**src/rtl/apb_pkg.sv**
```systemverilog
// apb_pkg: shared types and address-map constants for the APB bridge and decoder
package apb_pkg;
  typedef enum logic [1:0] {IDLE, SETUP, ACCESS} apb_state_e;
  localparam int NUM_SLAVES = 4;
  localparam int SLV_IDX_LSB = 12;
  localparam int SLV_IDX_MSB = 13;
  localparam int REGION_LSB = 14;
  localparam logic [31:0] DEFAULT_BASE_ADDR = 32'h1000_0000;
endpackage

```
**src/rtl/apb_addr_decode.sv**
```systemverilog
// apb_addr_decode: region hit and one-hot slave select from a request address
module apb_addr_decode
  import apb_pkg::*;
#(
  parameter logic [31:0] BASE_ADDR = DEFAULT_BASE_ADDR
) (
  input  logic [31:SLV_IDX_LSB]  req_addr,
  output logic                   in_region,
  output logic [NUM_SLAVES-1:0]  sel
);
  assign in_region = req_addr[31:REGION_LSB] == BASE_ADDR[31:REGION_LSB];
  assign sel = in_region ? NUM_SLAVES'(1) << req_addr[SLV_IDX_MSB:SLV_IDX_LSB] : '0;
endmodule

```
**src/rtl/apb_master_bridge.sv**
```systemverilog
// apb_master_bridge: valid/ready request to APB SETUP/ACCESS master with decode error and timeout
module apb_master_bridge
  import apb_pkg::*;
#(
  parameter logic [31:0] BASE_ADDR = DEFAULT_BASE_ADDR,
  parameter int TIMEOUT_CYCLES = 16
) (
  input  logic                  PCLK,
  input  logic                  PRESET,
  input  logic                  req_valid,
  output logic                  req_ready,
  input  logic [31:0]           req_addr,
  input  logic [31:0]           req_wdata,
  input  logic                  req_write,
  output logic                  rsp_valid,
  output logic [31:0]           rsp_rdata,
  output logic                  rsp_err,
  output logic [31:0]           PADDR,
  output logic [31:0]           PWDATA,
  output logic                  PWRITE,
  output logic [NUM_SLAVES-1:0] PSEL,
  output logic                  PENABLE,
  input  logic [31:0]           PRDATA0,
  input  logic [31:0]           PRDATA1,
  input  logic [31:0]           PRDATA2,
  input  logic [31:0]           PRDATA3,
  input  logic [NUM_SLAVES-1:0] PREADY
);
  localparam int CW = $clog2(TIMEOUT_CYCLES + 1);
  apb_state_e state, state_d;
  logic [31:0] paddr_d, pwdata_d, rsp_rdata_d, prdata_mux;
  logic pwrite_d, penable_d, rsp_valid_d, rsp_err_d, in_region, pready_mux;
  logic [NUM_SLAVES-1:0] psel_d, dec_sel;
  logic [1:0] sel, sel_d;
  logic [CW-1:0] cnt, cnt_d;
  apb_addr_decode #(.BASE_ADDR(BASE_ADDR)) u_dec (
    .req_addr (req_addr[31:SLV_IDX_LSB]),
    .in_region(in_region),
    .sel      (dec_sel)
  );
  assign req_ready = state == IDLE;
  assign prdata_mux = sel == 2'd0 ? PRDATA0 : sel == 2'd1 ? PRDATA1 : sel == 2'd2 ? PRDATA2 : PRDATA3;
  assign pready_mux = PREADY[sel];
  always_comb begin
    state_d = state;
    paddr_d = PADDR;
    pwdata_d = PWDATA;
    pwrite_d = PWRITE;
    psel_d = PSEL;
    penable_d = PENABLE;
    sel_d = sel;
    cnt_d = cnt;
    rsp_valid_d = 1'b0;
    rsp_err_d = 1'b0;
    rsp_rdata_d = '0;
    case (state)
      IDLE: if (req_valid) begin
        if (in_region) begin
          state_d = SETUP;
          paddr_d = req_addr;
          pwrite_d = req_write;
          pwdata_d = req_write ? req_wdata : '0;
          psel_d = dec_sel;
          sel_d = req_addr[SLV_IDX_MSB:SLV_IDX_LSB];
        end else begin
          rsp_valid_d = 1'b1;
          rsp_err_d = 1'b1;
        end
      end
      SETUP: begin
        state_d = ACCESS;
        penable_d = 1'b1;
        cnt_d = '0;
      end
      ACCESS: if (pready_mux || cnt == CW'(TIMEOUT_CYCLES - 1)) begin
        state_d = IDLE;
        psel_d = '0;
        penable_d = 1'b0;
        rsp_valid_d = 1'b1;
        rsp_err_d = !pready_mux;
        rsp_rdata_d = (pready_mux && !PWRITE) ? prdata_mux : '0;
      end else begin
        cnt_d = cnt + CW'(1);
      end
      default: state_d = IDLE;
    endcase
  end
  always_ff @(posedge PCLK) begin
    if (PRESET) begin
      state <= IDLE;
      PADDR <= '0;
      PWDATA <= '0;
      PWRITE <= 1'b0;
      PSEL <= '0;
      PENABLE <= 1'b0;
      sel <= '0;
      cnt <= '0;
      rsp_valid <= 1'b0;
      rsp_err <= 1'b0;
      rsp_rdata <= '0;
    end else begin
      state <= state_d;
      PADDR <= paddr_d;
      PWDATA <= pwdata_d;
      PWRITE <= pwrite_d;
      PSEL <= psel_d;
      PENABLE <= penable_d;
      sel <= sel_d;
      cnt <= cnt_d;
      rsp_valid <= rsp_valid_d;
      rsp_err <= rsp_err_d;
      rsp_rdata <= rsp_rdata_d;
    end
  end
endmodule

```
**config.mk**
```make
export PLATFORM = sky130hd
export DESIGN_NAME = apb_master_bridge
export DESIGN_NICKNAME = d
export VERILOG_FILES = /design/src/rtl/apb_pkg.sv /design/src/rtl/apb_addr_decode.sv /design/src/rtl/apb_master_bridge.sv
export SDC_FILE = /design/constraint.sdc
export NUM_CORES = 1
export LEC_CHECK = 0
export ABC_CLOCK_PERIOD_IN_PS = 3650
export CORE_AREA = 2 2 119 121
export CTS_CLUSTER_SIZE = 25
export DETAILED_ROUTE_END_ITERATION = 7
export DIE_AREA = 0 0 121 123
export DONT_BUFFER_PORTS = 1
export GPL_ROUTABILITY_DRIVEN = 0
export PLACE_DENSITY = 0.53
export SLEW_MARGIN = 40
export SYNTH_ARGS = -nofsm -noshare
export SYNTH_HDL_FRONTEND = slang
export SYNTH_HIERARCHICAL = 1
export SYNTH_SLANG_ARGS = --single-unit
```
**constraint.sdc**
```tcl
create_clock -name PCLK -period 3.65 [get_ports PCLK]
set_input_delay 0.73 -clock PCLK [delete_from_list [all_inputs] [get_ports PCLK]]
set_output_delay 0.73 -clock PCLK [all_outputs]
set_load 0.005 [all_outputs]
```
# Yosys cells after proc, flatten, opt, wreduce, memory -nomap -nowiden
# Index checks and enable logic that the tools add are counted.
# word_totals
word_cells	65
inputBits	200
regBits	113
# classes
muxes	24
n_shift	1
bitwise	3
reduce_logical	14
order_cmp	1
n_addsub	1
n_eq_ne	10
# op_table
operator	count
32-bit 2-to-1 mux	4
18-bit by 15-bit equality test with 1-bit output, second input constant	1
4-bit 2-to-1 mux	3
5-bit one-hot mux with 2 select lines	1
4-bit one-hot mux with 2 select lines	1
1-bit 2-to-1 mux	6
2-bit 2-to-1 mux	3
2-bit inequality test, second input constant	3
1-bit one-hot mux with 2 select lines	3
2-bit one-hot mux with 3 select lines	1
3-bit AND reduction	2
5-bit by 1-bit adder with 5-bit output, second input constant	1
5-bit by 4-bit equality test with 1-bit output, second input constant	1
5-bit 2-to-1 mux	1
2-bit by 1-bit equality test with 1-bit output, second input constant	2
2-bit equality test, second input constant	2
2-bit logical NOT	2
2-bit AND reduction	2
4-bit AND reduction	1
2-bit nonzero test	2
4-bit OR reduction	1
1-bit by 2-bit left shift with 4-bit output, first input constant	1
2-bit by 3-bit < comparator with 1-bit output, second input constant	1
1-bit NOT	3
other kinds (5)	6

# Depth between registers and ports, before layout
# logic_depth
ltp_word	5
mapped_depth	9
depth_no_buf	7

# Cells and area by module
# Netlist, hierarchy kept.
# by_module_without_submodules
mod	area_each_um2	n_inst	cells_per_inst	seq_area_each_um2
apb_master_bridge	4608.2	1	468	2222.1
apb_addr_decode	110.1	1	14	0.0

# Least setup slack after synthesis
# No wires, ideal clock.
# synth_path
kind	input to register
from	input req_addr[17]
to	register PWRITE
setup_time_ns	0.070
arrival_time_ns	2.225
path_slack_ns	1.355
path_stages	9
path_cell_list	nor4_2 nand3_2 nor2_1 and3b_1 and2_1 buf_2 buf_1 nand2_1 a21oi_1
# synth_between
elab_chain_len	2
# synth_rtl
item	line_no	text
start, declared	apb_master_bridge.sv:12	input logic [31:0] req_addr,
18-bit by 15-bit equality test with 1-bit output	apb_addr_decode.sv:11	assign in_region = req_addr[31:REGION_LSB] == BASE_ADDR[31:REGION_LSB];
net in_region	apb_master_bridge.sv:32	logic pwrite_d, penable_d, rsp_valid_d, rsp_err_d, in_region, pready_mux;
3-bit AND reduction (no line)	--	
end signal, assigned	apb_master_bridge.sv:105	PWRITE <= pwrite_d;
end, declared	apb_master_bridge.sv:20	output logic PWRITE,
# The timed path passes the listed nets, and every way through them passes these cells.
# A chain may end at the register's enable or synchronous reset.

# Worst setup path in the final report
# layout_path
from	input req_addr[17]
to	register PSEL[2]
# layout_between
elab_chain_len	3
# layout_rtl
item	line_no	text
18-bit by 15-bit equality test with 1-bit output	apb_addr_decode.sv:11	
net in_region	apb_master_bridge.sv:32	
2-bit by 1-bit inequality test with 1-bit output (no line)	--	
4-bit AND reduction (no line)	--	
end signal, assigned	apb_master_bridge.sv:106	PSEL <= psel_d;
end, declared	apb_master_bridge.sv:21	output logic [NUM_SLAVES-1:0] PSEL,
# The timed path passes the listed nets, and every way through them passes these cells.

==> summary.md <==
| Metric | Value |
|---|---|
| Status | `complete, no violations` |
| Top-count cell post-synth | `dfxtp_1` |
| Worst setup margin | `1.41 ns` |
| Critical path class | `in2reg` |
| GR Util All Layers | `0.170` |
| Total Wirelength | `13400 um` |
| Drt first pass iters | `4` |
| Unique masters post-synth | `41` |
| First-pass GRT wire length | `19300 um` |
| Final Util | `0.377` |
| Clock skew | `a little under 0.008 ns` |
| Share of the synthesized area in the top cell type | `0.471` |
| Top post-synthesis cells by area | `dfxtp_1, mux4_2, nand2_1` |
| Register bit total from synthesis | `111` |
| Most used cell, CP | `nor2_1` |
| Hold Slack | `0.438 ns` |
| CP max FO | `66` |
| Static Leakage | `1.54 nW` |
| Maximum vdd ir drop | `0.000241 V` |
| Final setup violation count | `0` |
| Input/output buffers | `0` |
| Post-synthesis net count | `684` |
| Initial DRC Count | `192` |
| Slowest cell on crit path | `nor2_1` |
| Worst slew pin tran | `0.674 ns` |
| Number of buffers created by CTS | `9` |
| DRT antenna net count | `0` |
| Top cells by count, synth | `dfxtp_1, nand2_1, a21oi_1` |
| # rows | `between 40 and 50` |
| Worst path max stage delay | `0.35 ns` |
| R2r setup slk | `between 1.5 and 2 ns` |
| Vias in the first global route | `3476` |
| Minimum clock period | `2.24 ns` |
| Rel. slew slack | `0.551` |
| Initial Utilization | `0.347` |
| Layout cells sized above 1 | `0.147` |
| Cts hold-fix bufs | `0` |
| Via density | `5.52` |
| Initial antenna violation count | `0` |
| RSZ-0062 raised after global routing | `false` |
| DIE HEIGHT | `123 um` |
| EDFF count, synth | `0` |
| PwrDens | `437 nW/um^2` |
| DIE WIDTH | `121 um` |
| H-Tree Depth | `3` |
| Worst-path clk slew | `0.08 ns` |
| Sequential cell area fraction in the yosys report | `0.471` |
| DP HPWL | `9950 um` |
| WP data required | `slightly below 4 ns` |
| Count of final hold-check violations | `0` |
| Area Growth Syn to Fin | `8.72%` |
| Clock Latency Late Sink | `0.35 ns` |
| # nets final | `661` |
| Cell area after synthesis | `4720 sq um` |
| Worst path arrival time | `2.53 ns` |
| Total number of vias | `between 3000 and 4000` |
| Max Root-Sink Buffers | `2` |
| Antenna cells | `0` |
| MaxCap Viol Count | `0` |
| Gr ovfl total | `0` |
| Min-Delay Path Class | `in2reg` |
| WP buf/inv | `1` |
| Area of the die | `14900 sq um` |
| Cell accounting for the most synthesized area | `dfxtp_1` |
| Clock Sinks | `around 110` |
| Syn. warnings | `6` |
| Core Footprint | `13600 sq um` |
| Leading register cell type out of synthesis | `dfxtp_1` |
| Clk root buf | `clkbuf_16` |
| Post-cts sizing count | `0` |
| Post-Place Worst Slack | `0.996 ns` |
| Non-Filler Instances | `about 640` |
| Critical Path Sink Type | `flip-flop` |
| Largest net degree at the start of global routing | `78` |
| Top Family by Delay on Critical Path | `simple AND/OR/NAND/NOR gates` |
| CTS tree | `built` |
| FMAX | `roughly 450 MHz` |
| Crit-path cells | `nor4_2 > nand3_2 > nor2_1 > and3b_1 > nand2_2 > buf_4 > nor2_1 > a32o_1` |
| Max Slew Vio Count | `0` |
| Cells after Synth | `482` |
| Residual DRC count | `0` |
| Syn avg cell area | `9.79 sq um` |
| DP Cell Count | `628` |
| Wire per inst | `20.8 um` |
| Total negative slack | `0 ns` |
| Postcts setup bufs | `0` |
| Fin crit share | `0.614` |
| Setup crit start kind | `input port` |
| Number of top-level pins | `305` |
| Post-synth ARST share | `0` |
## cell type report
type / instances / area, sq um
flip-flops and latches: 111 / 2230
fillers: 1371 / 8480
inverters: 4 / 15.0
multi-input cells: 328 / 2310
repair buffers: 5 / 50.0
clock buffers: 9 / 225
clock inverters: 7 / 75.1
well taps: 180 / 225
## cell usage in the layout, fill, tap and decap left out, drive strengths merged, types with 2 or more instances in the layout
cell type	instances
and2	2
or2	2
or3b	2
a22oi	2
nor4b	3
clkbuf	9
nor2b	33
nor4	5
a21oi	70
o211ai	2
mux2i	4
inv	7
a31oi	2
a32o	4
ha	2
nand2	105
nor3	2
nor2	10
nand3	35
dfxtp	111
mux4	32
clkinv	3
buf	5
## worst register-to-register path, delay by kind of cell, from the launching register on
| family | cells | cell delay, ns |
|---|---|---|
| AND/OR/NAND/NOR | 3 | 0.91 |
| adder cells (fa/ha/maj) | 2 | 0.48 |
| flip-flops | 1 | 0.34 |
| AO/OA/AOI/OAI | 2 | 0.32 |
## flip-flops by register name, summed over array words and instances (netlist names)
name,count
rsp_valid,1
PENABLE,1
cnt,5
PSEL,4
PADDR,32
PWDATA,32
rsp_err,1
PWRITE,1
rsp_rdata,32
state,2
## cell families (layout without fill, tap and decap cells)
family | count (synthesis) | count (layout) | synth area share
adder cells (fa/ha/maj) | 2 | 2 | 0.00530
AND/OR/NAND/NOR | 206 | 206 | 0.218
multiplexers | 36 | 36 | 0.167
AO/OA/AOI/OAI | 84 | 84 | 0.0994
buffers and inverters | 43 | 25 | 0.0398
flip-flops | 111 | 111 | 0.471
## routing by layer
layer	part of all wire	GRT usage
met1	0.36	0.188
met5	0	0
met4	0.012	0.0589
met2	0.52	0.303
met3	0.11	0.0586
## final timing paths
kind,start,endpoint,cells past startpoint
worst min register to register,PWDATA[20],PWDATA[20],2
worst max-delay path,req_addr[17],PSEL[2],8
worst max register to register,cnt[0],cnt[2],7
worst min-delay path,PRESET,PADDR[12],1
## where the power goes
part | switching (mW) | internal, mW
Clock | 0.495 | 0.484
Combinational | 0.0124 | 0.0358
Sequential | 0.00181 | 1.21
Total | 0.509 | 1.73
## through the flow
step / cell area [sq um] / power, mW
2_1_floorplan: 4720 / 1.30
3_3_place_gp: 4830 / 1.29
3_5_place_dp: 4830 / 1.29
4_1_cts: 5130 / 2.28
5_1_grt: 5130 / 2.34
6_report: 5130 / 2.24
Power figures use the tool's default switching activity.
